`src/rtl/vec_xfer_seq.sv`:
```
// rtl/vec_xfer_seq.sv - base+stride vector load/store sequencer between system memory and vector register file
// One element is issued per clock; the opposite side of each element completes one cycle later.
module vec_xfer_seq #(
  parameter int DW        = 16,
  parameter int AW        = 16,
  parameter int VLEN      = 16,
  parameter int VRW       = 3,
  parameter int STRIDE_EN = 1
) (
  input  logic                    Clk,
  input  logic                    Reset_n,
  input  logic                    Start,
  input  logic                    Mode,
  input  logic [VRW-1:0]          VReg,
  input  logic [AW-1:0]           Base,
  input  logic [7:0]              Stride,
  output logic                    Busy,
  output logic                    Done,
  output logic                    Err,
  output logic [AW-1:0]           Addr,
  output logic                    RD,
  output logic                    WR,
  output logic [DW-1:0]           DataOut,
  input  logic [DW-1:0]           DataIn,
  output logic [VRW-1:0]          vAddr,
  output logic [$clog2(VLEN)-1:0] vIdx,
  output logic                    vRD,
  output logic                    vWR,
  output logic [DW-1:0]           vWData,
  input  logic [DW-1:0]           vRData
);

  localparam int IW = $clog2(VLEN);
  localparam int CW = $clog2(VLEN + 1);

  typedef enum logic [1:0] {IDLE, ISSUE, DRAIN, DONE} state_t;

  state_t        state;
  logic          modeR;
  logic [7:0]    strideR;
  logic [AW-1:0] issueAddr;
  logic [CW-1:0] cnt;
  logic [AW:0]   nextSum;
  logic          lastIssued;
  logic [IW-1:0] curIdx;
  logic [IW-1:0] prevIdx;

  // cnt is the number of elements already issued, so it also names the next element
  always_comb begin
    nextSum    = {1'b0, issueAddr} + (AW+1)'(strideR);
    lastIssued = (cnt == CW'(VLEN));
    curIdx     = IW'(cnt);
    prevIdx    = IW'(cnt - 1'b1);
  end

  // Returned data passes straight through in the cycle after the read strobe
  assign vWData  = vWR ? DataIn : '0;
  assign DataOut = WR  ? vRData : '0;

  always_ff @(posedge Clk) begin
    if (!Reset_n) begin
      state     <= IDLE;
      Busy      <= 1'b0;
      Done      <= 1'b0;
      Err       <= 1'b0;
      RD        <= 1'b0;
      WR        <= 1'b0;
      vRD       <= 1'b0;
      vWR       <= 1'b0;
      Addr      <= '0;
      vIdx      <= '0;
      vAddr     <= '0;
      modeR     <= 1'b0;
      strideR   <= '0;
      issueAddr <= '0;
      cnt       <= '0;
    end else begin
      RD   <= 1'b0;
      WR   <= 1'b0;
      vRD  <= 1'b0;
      vWR  <= 1'b0;
      Done <= 1'b0;
      case (state)
        IDLE, DONE: begin
          if (Start) begin
            state     <= ISSUE;
            Busy      <= 1'b1;
            Err       <= 1'b0;
            modeR     <= Mode;
            vAddr     <= VReg;
            strideR   <= (STRIDE_EN != 0) ? Stride : 8'd1;
            issueAddr <= Base;
            cnt       <= CW'(1);
            if (Mode) begin
              vRD  <= 1'b1;
              vIdx <= '0;
            end else begin
              RD   <= 1'b1;
              Addr <= Base;
            end
          end else begin
            state <= IDLE;
          end
        end
        ISSUE: begin
          // Complete the element issued last cycle
          if (modeR) begin
            WR   <= 1'b1;
            Addr <= issueAddr;
          end else begin
            vWR  <= 1'b1;
            vIdx <= prevIdx;
          end
          if (lastIssued) begin
            state <= DRAIN;
          end else begin
            issueAddr <= nextSum[AW-1:0];
            cnt       <= cnt + 1'b1;
            if (nextSum[AW]) Err <= 1'b1;
            if (modeR) begin
              vRD  <= 1'b1;
              vIdx <= curIdx;
            end else begin
              RD   <= 1'b1;
              Addr <= nextSum[AW-1:0];
            end
          end
        end
        DRAIN: begin
          state <= DONE;
          Busy  <= 1'b0;
          Done  <= 1'b1;
        end
        default: state <= IDLE;
      endcase
    end
  end

endmodule

```
`config.mk`:
```
export PLATFORM = sky130hd
export DESIGN_NAME = vec_xfer_seq
export DESIGN_NICKNAME = d
export VERILOG_FILES = /design/src/rtl/vec_xfer_seq.sv
export SDC_FILE = /design/constraint.sdc
export NUM_CORES = 1
export LEC_CHECK = 0
export ABC_CLOCK_PERIOD_IN_PS = 4100
export BUFFER_PORTS_ARGS = -buffer_cell sky130_fd_sc_hd__buf_2
export CAP_MARGIN = 20
export CORE_UTILIZATION = 44
export DETAILED_ROUTE_END_ITERATION = 10
export GPL_TIMING_DRIVEN = 0
export PLACE_DENSITY = 0.81
export SLEW_MARGIN = 20
export SYNTH_ARGS = -nofsm -noshare
export SYNTH_HDL_FRONTEND = slang
export SYNTH_SLANG_ARGS = --single-unit
```
`constraint.sdc`:
```
create_clock -name Clk -period 4.1 [get_ports Clk]
set_input_delay 0.205 -clock Clk [delete_from_list [all_inputs] [get_ports Clk]]
set_output_delay 0.205 -clock Clk [all_outputs]
set_load 0.01 [all_outputs]
```
==> results.txt <==
Crit path kind - reg2reg
Final setup fails - 0
Net Sw Power - 1.42 mW
PD cells - 621 nW/um2
Crit path max fanout - 4
Drc violations - 0
Num CTS Buffers - 9
Yosys cell types - 61
Core area - 8760 um2
Avg Inst Size Synth - 7.58 um2
All-Layer GR Usage - 28.3%
Initial antenna violation count - 0
Area Growth Syn to Fin - 23.0%
Crit path DAT - 2.77 ns
Worst-Margin Slew - 0.693 ns
Die width - 97.2 um
Vias in the first global route - 4256
Multi-input gate area - 2510 um2
Share of cells above drive strength 1 - 25.3%
VDD IR max - 0.335 mV
Internal Pwr Total - 1.63 mW
Largest area contributor in the netlist - dfxtp_1
Endpoint of the worst hold path - strideR[6]
Clock root cell - clkbuf_8
Initial core utilization - 45.5%
Routability cong. - 0.960
Port Buffers - 124
IO Count - 125
Detailed-router iteration count before antenna repair - 8
FF-to-FF path depth - 7
Synth top cells by count - dfxtp_1 (62), nand2_1 (61), a21oi_1 (52), o21ai_0 (43), nor2_1 (41)
Synth Warn # - 0
Routed WL - 13400 um
GRT overflow - 0
Final hold viol count - 0
Most common cell in the netlist - dfxtp_1
Setup TNS Final - 0 ns
Rows - 34
# fillers - 845
Final Non-Filler Cells - 771
Final design utilization - 56.0%
Clock Power Share - 15.5%
Period utilization - 61.1%
CTS clk-pin slew, worst paths - 0.07 ns
Skew-Pair Late Insertion Delay - 0.35 ns
Fin nets - 738
Hold Path Class - in2reg
Sw frac - 46.6%
Tot Pwr - 3.05 mW
Crit path time final - 2.50 ns
Die height - 97.2 um
Share of the synthesized area in the top cell type - 31.1%
Post_cts resized - 0
Wire per inst - 17.4 um
HPWL Detailed - 9930 um
Reg-to-Reg Start - issueAddr[0]
Max Fclk - 399 MHz
Starting DRT DRC Count - 369
Ys flop type - dfxtp_1
Status - finished, final reports clean
Largest net degree at the start of global routing - 11
Comb pwr share - 53.8%
CTS tree - built
H-tree Lvls - 3
Ant diodes - 0
Top post-synthesis cells by area - dfxtp_1 (31%), a21oi_1 (6.5%), nand2_1 (5.7%)
Register Area - 1240 um2
Sequential fraction of design power - 30.7%
Mean number of vias per cell - 6.00
Post-CTS Setup Bufs - 0
EDFF count, synth - 0
Min-delay src - Stride[6]
Startpoint Class - flip-flop
Max-slew violation count - 0
Clk sinks - 62
R2R setup slack - 1.60 ns
Final antenna-violating net count - 0
First-pass GRT wire length - 21300 um
Hold Crit Depth - 3
Worst Skew - 0.00780 ns
Max_cap viols - 0
CP Capture Type - flip-flop
Vias - 4628
Syn_nets - 603
Clock Tree Buf Depth - 2
Leakage - 2.22 nW
Yosys reg bits - 62
Rel. slew slack - 53.8%
Hold_buf cts - 0
Placed Instances - 758
RSZ-0062 raised after global routing - no
Critical R2R Capture - Addr[12]
Synthesized area - 3990 um2
Die ar. - 9450 um2
Post-Syn Instances - 526
Post-synthesis sequential area ratio - 31.1%
Ys async rst share - 0%
Critical Path RT - 4.37 ns
-- cell families (layout without fill, tap and decap cells) --
family / Yosys count / after routing / share of synthesized area [%]
AND/OR/NAND/NOR: 201 / 201 / 25.5
adder cells (fa/ha/maj): 14 / 14 / 4.58
buffers and inverters: 51 / 188 / 5.90
XOR/XNOR: 14 / 14 / 3.08
multiplexers: 9 / 9 / 2.42
AO/OA/AOI/OAI: 175 / 175 / 27.4
flip-flops: 62 / 62 / 31.1
-- power groups by stage --
stage	Clock [mW]	Combinational, mW	Sequential, mW
after floorplan	0	1.08	0.947
after global placement	0	1.55	0.934
after detailed placement	0	1.59	0.944
after CTS	0.479	1.60	0.933
after global routing	0.504	1.78	0.960
final	0.473	1.64	0.935
-- final cells by class --
type,instances,area share (%)
buffer,37,3.72
sequential,62,25.3
clock inverter,2,0.204
clock buffer,11,3.09
inverter,14,1.07
multi-input combinational,413,51.2
timing repair buffer,124,12.7
tap,108,2.76
-- per-layer routing --
metal,vias up,share of wire [%],track usage (%)
met5,-,0,0
met4,0,3.9,15.4
met1,2117,40,34.2
li1,2150,-,-
met3,53,11,6.40
met2,308,46,46.6
-- registers in the layout, indices dropped and copies added, names as in the netlist --
signal and count:
vIdx 4, vAddr 3, issueAddr 16, Err 1
vRD 1, modeR 1, RD 1, cnt 5
Done 1, strideR 8, WR 1, vWR 1
state 2, Busy 1, Addr 16
-- stage by stage --
stage	setup WS (ns)	hold slack (ns)	instance area, um2
CTS	1.63	0.0830	4900
detailed placement	1.66	0.446	4740
finish	1.60	0.0891	4900
global route	1.40	0.0976	4900
global placement	1.66	0.437	4740
floorplan	1.94	0.341	3990
-- cell usage in the layout, fill, tap and decap left out, drive strengths merged, types with 3 or more instances in the layout --
cell type and count:
buf 147, dfxtp 62, nand2 62, a21oi 52
o21ai 47, nor2 42, and2 36, clkbuf 25
nand3 16, inv 14, a211oi 13, ha 13
xor2 11, a31oi 11, o211ai 9, nand2b 8
nand4 7, nor2b 7, mux2i 7, nor3 7
o22ai 7, a21o 4, o21a 4, a22oi 4
or3 4, nand4bb 3, and3b 3, o2111ai 3
xnor2 3, a32oi 3
-- worst max-delay path: stages (launching register included) --
cell	delay (ns)
dfxtp_1	0.33
ha_1	0.23
fa_1	0.44
a211oi_1	0.44
o21ai_2	0.17
o21ai_0	0.39
xor2_1	0.14
o32ai_1	0.28
-- how the worst max path moves through the flow --
stage / start / to / cells past startpoint / slack, ns
2_1_floorplan: strideR[0] / Addr[12] / 7 / 1.94
3_3_place_gp: strideR[0] / Addr[12] / 7 / 1.66
3_5_place_dp: issueAddr[0] / Addr[12] / 7 / 1.66
4_1_cts: issueAddr[0] / Addr[12] / 7 / 1.63
5_1_grt: issueAddr[0] / Addr[12] / 7 / 1.40
6_report: issueAddr[0] / Addr[12] / 7 / 1.60
No activity file was read; power rests on OpenSTA's default activity.
